[config.mk]
export PLATFORM = sky130hd
export DESIGN_NAME = alu_seq
export DESIGN_NICKNAME = d
export VERILOG_FILES = /design/src/rtl/alu_seq_pkg.sv /design/src/rtl/alu_seq_flags.sv /design/src/rtl/alu_seq.sv
export SDC_FILE = /design/constraint.sdc
export NUM_CORES = 1
export LEC_CHECK = 0
export CORE_UTILIZATION = 23
export CTS_CLUSTER_SIZE = 12
export DETAILED_ROUTE_END_ITERATION = 6
export GPL_ROUTABILITY_DRIVEN = 0
export SLEW_MARGIN = 20
export SYNTH_ARGS = -nofsm -noshare
export SYNTH_HDL_FRONTEND = slang
export SYNTH_HIERARCHICAL = 1
export SYNTH_SLANG_ARGS = --single-unit
[constraint.sdc]
create_clock -name clk -period 1.75 [get_ports clk]
set_input_delay 0.2625 -clock clk [delete_from_list [all_inputs] [get_ports clk]]
set_output_delay 0.2625 -clock clk [all_outputs]
set_load 0.03 [all_outputs]
[src/rtl/alu_seq_pkg.sv]
// Shared definitions for the multi-byte ALU sequencer: state encoding, flag bit positions
// and default hold time.
package alu_seq_pkg;

  typedef enum logic [1:0] {
    StIdle   = 2'd0,
    StDrive  = 2'd1,
    StSample = 2'd2,
    StFinish = 2'd3
  } state_e;

  localparam int unsigned FLAG_Z = 0;
  localparam int unsigned FLAG_C = 1;
  localparam int unsigned FLAG_S = 2;
  localparam int unsigned FLAG_V = 3;

  localparam int unsigned WAIT_DEFAULT = 3;
  localparam int unsigned CNT_W        = 4;

endpackage

[src/rtl/alu_seq_flags.sv]
// Per-operation flag accumulation: running zero, chained carry, MSB sign/overflow capture,
// and the committed whole-word flags register.
module alu_seq_flags
  import alu_seq_pkg::*;
(
  input  logic       clk,
  input  logic       n_rst,
  input  logic       clear_i,
  input  logic       carry_in_i,
  input  logic       step_i,
  input  logic       msb_step_i,
  input  logic       commit_i,
  input  logic [3:0] alu_flags_i,
  output logic       carry_o,
  output logic [3:0] flags_o
);

  logic       zero_q, zero_d;
  logic       carry_q, carry_d;
  logic       sign_q, sign_d;
  logic       ovf_q, ovf_d;
  logic [3:0] flags_q, flags_d;

  always_comb begin
    zero_d  = zero_q;
    carry_d = carry_q;
    sign_d  = sign_q;
    ovf_d   = ovf_q;
    flags_d = flags_q;
    if (clear_i) begin
      // The chained carry starts as the caller's carry so the first step needs no special case.
      zero_d  = 1'b1;
      carry_d = carry_in_i;
      sign_d  = 1'b0;
      ovf_d   = 1'b0;
    end else if (step_i) begin
      zero_d  = zero_q & alu_flags_i[FLAG_Z];
      carry_d = alu_flags_i[FLAG_C];
      if (msb_step_i) begin
        sign_d = alu_flags_i[FLAG_S];
        ovf_d  = alu_flags_i[FLAG_V];
      end
    end
    if (commit_i) begin
      flags_d[FLAG_Z] = zero_d;
      flags_d[FLAG_C] = carry_d;
      flags_d[FLAG_S] = sign_d;
      flags_d[FLAG_V] = ovf_d;
    end
  end

  always_ff @(posedge clk or negedge n_rst) begin
    if (!n_rst) begin
      zero_q  <= 1'b1;
      carry_q <= 1'b0;
      sign_q  <= 1'b0;
      ovf_q   <= 1'b0;
      flags_q <= '0;
    end else begin
      zero_q  <= zero_d;
      carry_q <= carry_d;
      sign_q  <= sign_d;
      ovf_q   <= ovf_d;
      flags_q <= flags_d;
    end
  end

  assign carry_o = carry_q;
  assign flags_o = flags_q;

endmodule

[src/rtl/alu_seq.sv]
// Multi-byte sequencer for the 8-bit ALU: latches wide operands, steps one byte at a time
// with a fixed hold time, chains carry and assembles result and merged flags.
module alu_seq
  import alu_seq_pkg::*;
#(
  parameter int unsigned MAXB = 4,
  parameter int unsigned WAIT = WAIT_DEFAULT
) (
  input  logic              clk,
  input  logic              n_rst,
  input  logic              start,
  input  logic [3:0]        op,
  input  logic              invert,
  input  logic              carry_in,
  input  logic              msb_first,
  input  logic [1:0]        nbytes,
  input  logic [8*MAXB-1:0] a,
  input  logic [8*MAXB-1:0] b,
  input  logic              abort,
  output logic [7:0]        alu_a,
  output logic [7:0]        alu_b,
  output logic [3:0]        alu_op,
  output logic              alu_invert,
  output logic              alu_carry,
  output logic              alu_n_oe,
  input  logic [7:0]        alu_result,
  input  logic [3:0]        alu_flags,
  output logic              busy,
  output logic              done,
  output logic [8*MAXB-1:0] result,
  output logic [3:0]        flags
);

  localparam int unsigned W = 8 * MAXB;

  state_e            state_q, state_d;
  logic [3:0]        op_q, op_d;
  logic              inv_q, inv_d;
  logic              msb_q, msb_d;
  logic [1:0]        nb_q, nb_d;
  logic [1:0]        idx_q, idx_d;
  logic [CNT_W-1:0]  cnt_q, cnt_d;
  logic [W-1:0]      a_q, a_d, b_q, b_d;
  logic [W-1:0]      shadow_q, shadow_d;
  logic [W-1:0]      result_q, result_d;

  logic              accept, last_step, wait_done, in_step, commit, carry_chain;
  logic [1:0]        nb_clamp;
  logic [7:0]        byte_a, byte_b;

  assign accept    = (state_q == StIdle) && start;
  assign nb_clamp  = (32'(nbytes) >= MAXB) ? 2'(MAXB - 1) : nbytes;
  assign last_step = msb_q ? (idx_q == 2'd0) : (idx_q == nb_q);
  assign wait_done = (cnt_q == CNT_W'(WAIT - 1));
  assign in_step   = (state_q == StDrive) || (state_q == StSample);
  assign commit    = (state_q == StSample) && last_step && !abort;

  always_ff @(posedge clk or negedge n_rst) begin
    if (!n_rst) state_q <= StIdle;
    else        state_q <= state_d;
  end

  always_comb begin
    state_d = state_q;
    unique case (state_q)
      StIdle:   if (start) state_d = StDrive;
      StDrive: begin
        if (abort)          state_d = StIdle;
        else if (wait_done) state_d = StSample;
      end
      StSample: begin
        if (abort)          state_d = StIdle;
        else if (last_step) state_d = StFinish;
        else                state_d = StDrive;
      end
      StFinish: state_d = StIdle;
      default:  state_d = StIdle;
    endcase
  end

  always_comb begin
    byte_a = '0;
    byte_b = '0;
    for (int unsigned i = 0; i < MAXB; i++) begin
      if (idx_q == 2'(i)) begin
        byte_a = a_q[8*i +: 8];
        byte_b = b_q[8*i +: 8];
      end
    end
  end

  always_comb begin
    op_d     = op_q;
    inv_d    = inv_q;
    msb_d    = msb_q;
    nb_d     = nb_q;
    idx_d    = idx_q;
    cnt_d    = cnt_q;
    a_d      = a_q;
    b_d      = b_q;
    shadow_d = shadow_q;
    result_d = result_q;
    if (accept) begin
      op_d     = op;
      inv_d    = invert;
      msb_d    = msb_first;
      nb_d     = nb_clamp;
      idx_d    = msb_first ? nb_clamp : 2'd0;
      cnt_d    = '0;
      a_d      = a;
      b_d      = b;
      shadow_d = '0;
    end else if (state_q == StDrive) begin
      cnt_d = cnt_q + 1'b1;
    end else if (state_q == StSample) begin
      // Partial bytes live in the shadow; the visible result only changes on commit.
      for (int unsigned i = 0; i < MAXB; i++) begin
        if (idx_q == 2'(i)) shadow_d[8*i +: 8] = alu_result;
      end
      cnt_d = '0;
      if (!last_step) idx_d = msb_q ? idx_q - 2'd1 : idx_q + 2'd1;
    end
    if (commit) result_d = shadow_d;
  end

  always_ff @(posedge clk or negedge n_rst) begin
    if (!n_rst) begin
      op_q     <= '0;
      inv_q    <= 1'b0;
      msb_q    <= 1'b0;
      nb_q     <= '0;
      idx_q    <= '0;
      cnt_q    <= '0;
      a_q      <= '0;
      b_q      <= '0;
      shadow_q <= '0;
      result_q <= '0;
    end else begin
      op_q     <= op_d;
      inv_q    <= inv_d;
      msb_q    <= msb_d;
      nb_q     <= nb_d;
      idx_q    <= idx_d;
      cnt_q    <= cnt_d;
      a_q      <= a_d;
      b_q      <= b_d;
      shadow_q <= shadow_d;
      result_q <= result_d;
    end
  end

  alu_seq_flags u_flags (
    .clk        (clk),
    .n_rst      (n_rst),
    .clear_i    (accept),
    .carry_in_i (carry_in),
    .step_i     (state_q == StSample),
    .msb_step_i (idx_q == nb_q),
    .commit_i   (commit),
    .alu_flags_i(alu_flags),
    .carry_o    (carry_chain),
    .flags_o    (flags)
  );

  always_comb begin
    busy       = in_step;
    done       = (state_q == StFinish);
    alu_n_oe   = !in_step;
    alu_a      = in_step ? byte_a : 8'h00;
    alu_b      = in_step ? byte_b : 8'h00;
    alu_op     = in_step ? op_q : 4'h0;
    alu_invert = in_step && inv_q;
    alu_carry  = in_step && carry_chain;
  end

  assign result = result_q;

endmodule
---- Word-level counts from Yosys, hierarchy flattened ----
Cells that the tools add are included.
word-level totals
  register bits after elaboration ......... 152
  input port bits ......................... 89
  output and inout bits ................... 61
  logic and storage cells ................. 90
cells by class
  add/sub/neg operators ................... 3
  equality and inequality tests ........... 12
  muxes and demuxes ....................... 44
  bitwise logic cells ..................... 1
  reduce and logical (&&, ||, !) cells .... 14
operator list
  kind                                                                 number
  8-bit two-way mux                                                    14
  32-bit two-way mux                                                   3
  2-bit two-way mux                                                    11
  4-bit two-way mux                                                    4
  1-bit two-way mux                                                    11
  2-bit == test (second input constant)                                4
  2-bit one-hot mux with 4 select lines                                1
  2-bit inequality test (second input constant)                        3
  1-bit logical AND                                                    5
  4-bit by 1-bit adder with 4-bit output (second input constant)       1
  2-bit by 1-bit == test with 1-bit output (second input constant)     2
  4-bit by 2-bit == test with 1-bit output (second input constant)     1
  2-bit logical NOT                                                    2
  3-bit inequality test (second input constant)                        1
  3-bit AND reduction                                                  1
  3-bit nonzero test                                                   1
  2-bit by 1-bit adder with 2-bit output (second input constant)       1
  2-bit == test                                                        1
  1-bit logical NOT                                                    2
  2-bit AND reduction                                                  1
  2-bit nonzero test                                                   1
  2-bit by 1-bit subtractor with 2-bit output (second input constant)  1
  1-bit bitwise AND                                                    1
  1-bit logical OR                                                     1

---- Longest topological paths before layout ----
Gate-level depths: netlist of the first run.
  word-level depth ........................ 6
  gate-level depth with buffers ........... 10
  mapped depth without buffers ............ 8

---- Modules after synthesis ----
The synthesis of the first run kept the hierarchy.
by module, submodules not included
  module         times used  cells an instance  area an instance (µm²)  sequential area each (µm²)
  alu_seq        1           631                6471.2                  3603.5
  alu_seq_flags  1           29                 326.6                   201.4

---- Worst setup path before layout of the first run ----
OpenSTA, ideal clock, no wires.
  kind .................................... register -> output
  from .................................... register state_q[1]
  to ...................................... output alu_a[5]
  data arrival time ....................... 2108 ps
  required time ........................... 1487 ps
  slack ................................... -620 ps
  cell stages (with the launch flop) ...... 6
  path buffers ............................ 1
  cell sequence ........................... dfrtp_1 -> inv_1 -> ha_1 -> clkinv_1 -> clkbuf_1 -> a21oi_1
on the way
  cells in the longest elaborated chain, start to end .. 3
  elaborated cells on any way between the ends .. 4
  those cells by class .................... eq/ne (2); mux (1); reduce/logical (1)
RTL lines
  element                                                                           line            text
  start, declared                                                                   alu_seq.sv:36   state_e state_q, state_d;
  start signal, assigned                                                            alu_seq.sv:59   if (!n_rst) state_q <= StIdle;
  start signal, assigned                                                            alu_seq.sv:60   else state_q <= state_d;
  2-bit by 1-bit == test with 1-bit output / 2-bit == test (equally long branches)  alu_seq.sv:55   assign in_step = (state_q == StDrive) || (state_q == StSample);
  1-bit logical OR *                                                                alu_seq.sv:55
  net busy                                                                          alu_seq.sv:28   output logic busy,
  8-bit two-way mux *                                                               alu_seq.sv:169  alu_a = in_step ? byte_a : 8'h00;
  end, declared                                                                     alu_seq.sv:20   output logic [7:0] alu_a,
Mark *: on every way through the listed nets, which the timed path passes. The rest lies on a longest branch.

---- Final worst setup path of the first run ----
  from .................................... register idx_q[0]
  to ...................................... output alu_b[1]
on the way
  cells in the longest elaborated chain, start to end .. 6
  elaborated cells on any way between the ends .. 9
  those cells by class .................... eq/ne (3); mux (5); reduce/logical (1)
RTL lines
  element                          line            text
  start, declared                  alu_seq.sv:41   logic [1:0] idx_q, idx_d;
  start signal, assigned           alu_seq.sv:143  idx_q <= idx_d;
  2-bit logical NOT                alu_seq.sv:85   if (idx_q == 2'(i)) begin
  8-bit two-way mux (3 in series)  alu_seq.sv:85
  8-bit two-way mux *              alu_seq.sv:85
  8-bit two-way mux *              alu_seq.sv:170  alu_b = in_step ? byte_b : 8'h00;
  end, declared                    alu_seq.sv:21   output logic [7:0] alu_b,
Mark *: on every way between the ends. The rest lies on a longest branch, timed or not.

==> impl_metrics.csv, run 1 <==
group,metric,value,unit
sta,period_share,135.1,%
sta,tightest_slew,0.3758,ns
critical_path,cp.required,1.49,ns
global_route,grt_max_degree,66,
route,drcViolationCount,0,
synthesis,synthTopCellsByArea,"dfrtp_1 (56%), nand2_1 (11%), mux2_4 (6.6%), mux2i_1 (5.3%), nor2_1 (2.3%)",
synthesis,synthMuxAreaShare,12.42,%
cts,cts_buffer_depth,2,
power,swShare,38.99,%
critical_path,crit_top_cell,"buf_6",
sta,max_freq,423.0,MHz
synthesis,synth_area,0.006798,sq mm
worst_hold_path,min_path_type,"in -> async",
placement,dpl-instance-area,0.009410,sq mm
route,routed_wl,19930,microns
power,p_int,11.34,mW
synthesis,yosysWarningCount,6,
synthesis,synth_nets,760,
power,p_leak,5.565,nW
layout,finalNetCount,973,
synthesis,synth_edf_count,0,
sta,skew,0.009453,ns
sta,rsz0062_at_grt,"true",
global_route,grt_antenna_before_repair,0,
cts,h-tree-depth,4,
power,pwr-share-seq,28.8,%
synthesis,yosysSeqAreaShare,55.97,%
synthesis,synth_top_area_cell,"dfrtp_1",
route,vias_per_cell,4.233,
cts,clkSinkCount,152,
route,ant_nets,0,
critical_path,slowest_delay,0.46,ns
placement,pre_cts_slack,-0.2354,ns
route,drt_iter0_drc,237,
route,vias,5376,
floorplan,die_w,173.9,microns
outcome,outcome,"finished with violations",
synthesis,syn_avg_cell_area,10.30,sq um
outcome,violations,"setup timing",
layout,fin_area,0.01076,sq mm
synthesis,yosysUniqueCellTypes,42,
sta,fin_ws,-0.6141,ns
synthesis,synth_top_area_share,55.59,%
critical_path,path_class,"reg -> out",
power,power_frac_comb,51.6,%
floorplan,die-area,0.03025,sq mm
synthesis,synth_fa_ha_area_share,2.025,%
critical_path,path_max_fanout,7,
floorplan,rows,62,
sta,timing.final.crit_period,2.364,ns
cts,clk_latency,0.42,ns
cts,clk_pin_slew,0.07,ns
synthesis,synth_top_family_by_area,"simple AND/OR/NAND/NOR gates",
global_route,grtUsageTotal,13.44,%
floorplan,io_pins,150,
critical_path,critPathBufInv,3,
placement,port_buffers,149,
layout,syn_to_final_growth,58.33,%
critical_path,crit_path_start_kind,"register",
power,power_density,1727,mW/mm^2
global_route,grt-ovfl-total,0,
layout,utilization,37.30,%
floorplan,core,0.02886,sq mm
critical_path,crit_arrival,2.10,ns
sta,slew_headroom,74.94,%
synthesis,synthXorXnorAreaFrac,0.6442,%
critical_path,crit_chain,"inv_4 > ha_4 > nor2b_4 > buf_6 > a221oi_1 > a211o_1 > a21oi_4 > buf_6",
floorplan,start_util,23.56,%
synthesis,ys_top_cells_by_count,"nand2_1 (205), dfrtp_1 (151), nor2_1 (41), mux2i_1 (36), mux2_4 (30)",
synthesis,synth-compound-area-share,8.669,%
global_route,grt_pass1_vias,5608,
critical_path,critPathCaptureType,"output pin",
layout,drive_above_1_share,26.86,%
route,firstDrtPassIters,4,
power,p_clk_share,19.6,%
power,switching_power,7.248,mW
synthesis,synth.most_common_cell,"nand2_1",
sta,maxSlewViolCount,0,
cts,cts_root_buf,"clkbuf_16",
layout,fill_cells,2889,
synthesis,ys_ff_latch,152,
synthesis,syn_inst,660,
floorplan,die_h,173.9,microns
route,avgRoutedWirePerCell,15.69,microns
cts,cts_tree,"built",
sta,fin_setup_tns,-20.62,ns
critical_path,cp_top_family,"compound AO/OA/AOI/OAI gates",
power,ir_drop,906.3,uV
sta,whs,0.2654,ns
sta,setup_violations,60,
global_route,grt_pass1_wl,31600,microns
placement,place_hpwl,13460,microns
flow_run,max_cap_viol_count,0,
synthesis,synth_flop_cell,"dfrtp_1",
cts,numCtsBuffers,17,
layout,diodes,0,
synthesis,async_flop_share,100.0,%
sta,hold_viol,0,
critical_path,crit_slowest_cell,"dfrtp_2",
synthesis,yosys.area_share.simple,15.66,%
## power by group through the flow
stage / Sequential (mW) / Combinational (mW) / Clock, mW
after global placement: 5.32 / 7.87 / 0
after global routing: 5.49 / 10.4 / 3.92
final: 5.35 / 9.60 / 3.64
after floorplan: 5.40 / 4.59 / 0
after detailed placement: 5.32 / 7.95 / 0
after CTS: 5.30 / 9.00 / 3.77
## worst reg2reg max path, cell delays in order, from the launching register on
cell     delay, ns
dfrtp_2       0.46
buf_4         0.15
buf_6         0.10
buf_6         0.11
xor2_4        0.15
o31ai_2       0.18
buf_4         0.18
nand2_8       0.11
buf_6         0.15
inv_4         0.05
mux2_4        0.28
## cell type report
| type | instances | area, sq um | share of cell area, % |
|---|---|---|---|
| Inverter | 30 | 132.6 | 1.232 |
| Clock inverter | 14 | 137.6 | 1.279 |
| Multi-Input combinational cell | 438 | 3139 | 29.17 |
| Sequential cell | 152 | 3806 | 35.36 |
| Timing Repair Buffer | 234 | 2628 | 24.41 |
| Clock buffer | 18 | 439.2 | 4.080 |
| Tap cell | 384 | 480.5 | 4.464 |
## flip-flops by register name, summed over array words and instances, names as in the netlist
register / flops
u_flags/ovf_q: 1
result: 32
nb_q: 2
u_flags/sign_q: 1
inv_q: 1
u_flags/carry_o: 1
op_q: 4
b_q: 32
cnt_q: 4
a_q: 32
state_q: 2
idx_q: 2
msb_q: 1
u_flags/flags_o: 4
u_flags/zero_q: 1
shadow_q: 32
## cells in the final DEF (no fill, tap or decap), types with 16 or more instances in the layout
cell / n
dfrtp_1: 150
buf_4: 44
clkdlybuf4s50_1: 92
nor2_1: 39
nand2_1: 202
a211o_1: 16
buf_12: 23
o21ai_0: 16
mux2i_1: 33
clkbuf_16: 20
buf_6: 35
dlygate4sd2_1: 17
a21oi_4: 16
inv_1: 23
mux2_4: 30
## repair_timing
| item | 4_1_cts | 5_1_grt |
|---|---|---|
| pin swaps | 8 | 6 |
| resized for setup | 85 | 48 |
| endpoints found under the setup margin | 80 | 80 |
| endpoints found under the hold margin | 23 | 0 |
| hold buffers | 1 | 0 |
| buffers inserted | 16 | 9 |
| gates cloned | 3 | 3 |
## kinds of logic (layout without fill, tap and decap cells)
| family | Yosys count | after routing |
|---|---|---|
| xor gates and xnor gates | 5 | 5 |
| DFF | 152 | 152 |
| buffers and inverters | 70 | 296 |
| AOI/OAI and AO/OA | 86 | 86 |
| muxes | 69 | 69 |
| adders and majority gates | 11 | 11 |
| and+or+nand+nor | 267 | 267 |
## worst paths after layout
check	from	to	slack, ns	cells past startpoint
worst max-delay path	idx_q[0]	alu_b[1]	-0.61	8
worst min-delay path	n_rst	result[18]	0.27	2
worst max register to register	idx_q[0]	u_flags/flags_o[0]	-0.29	10
worst min register to register	inv_q	inv_q	0.48	2
max in group asynchronous	n_rst	a_q[26]	0.82	3
min in group clk	op[3]	op_q[3]	0.37	3
## metrics by stage
step / power, mW / cells
after floorplan: 9.994 / 660
after global placement: 13.18 / 1207
after detailed placement: 13.27 / 1207
after CTS: 18.07 / 1258
after global routing: 19.77 / 1270
final: 18.59 / 1270
## layer usage
layer	routed length (microns)	part of all wire, %	GRT usage, %	vias to the layer above
met5	0	0	0	-
met4	125	0.63	3.911	0
met3	784	3.9	2.537	11
met2	9568	48	21.53	113
met1	9454	47	18.37	2643
li1	-	-	-	2609
Note: power is estimated with default switching activity, not from simulation.
==> inputs of run 2 (changes only) <==
- SETUP_SLACK_MARGIN: unset -> 0.05
==> run 2 against run 1 <==
Compared with the run above: the run still ends with setup timing left; sequential power shrank 0.9%; register-to-register slack gained 0.02 ns; core utilization shrank 1.2 points; hold slack gained 0.091 ns; critical path depth is the same; total power shrank 4.5%; first-iteration DRC count shrank 5.1%; fmax shrank 0.32%; clock skew grew 0.00086 ns; critical path type unchanged; largest power group unchanged.
==> impl_metrics.csv, run 2 (synthesis gave the netlist of run 1 again) <==
group,metric,value,unit
layout,syn_to_final_growth,53.34,%
critical_path,startpoint,"idx_q[0]",
sta,period_share,135.5,%
layout,final_common_cell,"nand2_1",
global_route,grt_pass1_wl,31370,microns
cts,cts_tree,"built",
critical_path,slowest_delay,0.45,ns
floorplan,die-area,0.03025,sq mm
critical_path,r2r_end,"result[13]",
critical_path,path_class,"reg -> out",
placement,place_hpwl,12970,microns
route,vias_per_cell,4.251,
sta,fin_ws,-0.6217,ns
route,drt_iter0_drc,225,
critical_path,cp_top_family,"compound AO/OA/AOI/OAI gates",
power,power_density,1703,mW/mm^2
critical_path,path_max_fanout,11,
critical_path,reg2reg_slack,-0.27,ns
sta,tightest_slew,0.4645,ns
floorplan,die_h,173.9,microns
route,avgRoutedWirePerCell,15.49,microns
layout,utilization,36.12,%
global_route,grt_max_degree,57,
cts,numCtsBuffers,17,
cts,clkSinkCount,152,
layout,finalNetCount,955,
cts,cts_root_buf,"clkbuf_16",
cts,clk_latency,0.42,ns
sta,max_freq,421.6,MHz
flow_run,max_cap_viol_count,0,
critical_path,rr_worst_depth,8,
sta,setup_violations,60,
sta,maxSlewViolCount,0,
critical_path,crit_path_start_kind,"register",
layout,layout_common_cells,"nand2_1 (203), dfrtp_1 (149), clkdlybuf4s50_1 (87), nor2_1 (39), dlygate4sd2_1 (36)",
global_route,grtUsageTotal,13.33,%
route,vias,5322,
floorplan,die_w,173.9,microns
sta,hold_viol,0,
critical_path,critPathBufInv,3,
floorplan,start_util,23.56,%
route,ant_nets,0,
critical_path,crit_arrival,2.11,ns
cts,clk_pin_slew,0.07,ns
critical_path,cp.required,1.49,ns
critical_path,crit_slowest_cell,"dfrtp_2",
cts,cts_buffer_depth,2,
power,p_leak,5.293,nW
route,firstDrtPassIters,4,
cts,h-tree-depth,4,
critical_path,crit_chain,"inv_4 > ha_4 > nor2b_4 > buf_12 > a221oi_1 > a211o_1 > a21oi_4 > buf_6",
placement,pre_cts_slack,-0.2299,ns
critical_path,critPathCaptureType,"output pin",
floorplan,io_pins,150,
outcome,outcome,"finished with violations",
sta,timing.final.crit_period,2.372,ns
global_route,grt_antenna_before_repair,0,
floorplan,rows,62,
layout,fill_cells,2901,
layout,fin_area,0.01042,sq mm
power,ir_drop,875.0,uV
worst_hold_path,min_path_type,"in -> async",
sta,rsz0062_at_grt,"true",
outcome,violations,"setup timing",
critical_path,r2r-start,"idx_q[0]",
layout,diodes,0,
layout,drive_above_1_share,24.42,%
floorplan,core,0.02886,sq mm
route,routed_wl,19400,microns
global_route,grt-ovfl-total,0,
global_route,grt_pass1_vias,5555,
placement,dpl-instance-area,0.009348,sq mm
placement,port_buffers,149,
sta,slew_headroom,69.03,%
route,drcViolationCount,0,
sta,skew,0.01031,ns
==> run 2: per-layer routing <==
layer  vias to the layer above  part of all wire (%)  GRT usage [%]
li1                       2571                     -              -
met1                      2606                    45          17.15
met2                       123                    49          22.03
met3                        22                   4.3          3.193
met4                         0                   1.8          4.130
met5                         -                     0              0
==> run 2: worst register-to-register path, cell delays in order, from the launching register on <==
cell	delay (ns)
dfrtp_2	0.45
buf_4	0.15
buf_4	0.15
xor2_4	0.16
o31ai_4	0.25
nand2_4	0.16
buf_12	0.17
buf_12	0.14
mux2_4	0.29
==> run 2: timing repair <==
item                                    in CTS  in global routing
gates resized for setup                     96                 26
pin swaps                                    6                  7
hold buffers                                 1                  0
hold endpoints to repair                    39                  0
endpoints found under the setup margin     154                105
setup buffers                               12                  6
gates cloned                                 2                  0
==> run 2: final cells by class <==
cell class | count | area, sq um | area share (%)
sequential | 152 | 3807 | 36.53
multi-input combinational | 438 | 3054 | 29.30
timing repair buffer | 216 | 2362 | 22.66
inverter | 30 | 125.1 | 1.200
clock inverter | 12 | 137.6 | 1.320
tap | 384 | 480.5 | 4.609
clock buffer | 20 | 456.7 | 4.381
==> run 2: per-stage QoR <==
stage               total power [mW]  setup TNS (ns)  hold WS, ns  std cells
CTS                            17.64          -23.52       0.3384       1249
detailed placement             13.17          -8.486       0.2429       1202
finish                         17.75          -19.25       0.3560       1252
global placement               13.09          -6.938       0.2458       1202
floorplan                      10.00          -1.411     -0.03309        660
global route                   18.91          -23.17       0.3663       1252
==> run 2: worst max-delay path by stage <==
stage / slack [ns] / depth (start not counted) / endpoint
after floorplan: -0.11 / 8 / alu_a[4]
after global placement: -0.20 / 8 / alu_a[3]
after detailed placement: -0.23 / 8 / alu_a[3]
after CTS: -0.64 / 8 / alu_a[3]
after global routing: -0.71 / 8 / alu_a[3]
final: -0.62 / 8 / alu_a[3]
==> run 2: power by group <==
group / total (mW) / internal (mW) / leakage (nW) / switching, mW
registers: 5.30 / 4.66 / 1.98 / 0.644
logic: 8.70 / 4.00 / 3.03 / 4.70
clock network: 3.76 / 2.20 / 0.289 / 1.56
total: 17.8 / 10.9 / 5.29 / 6.90
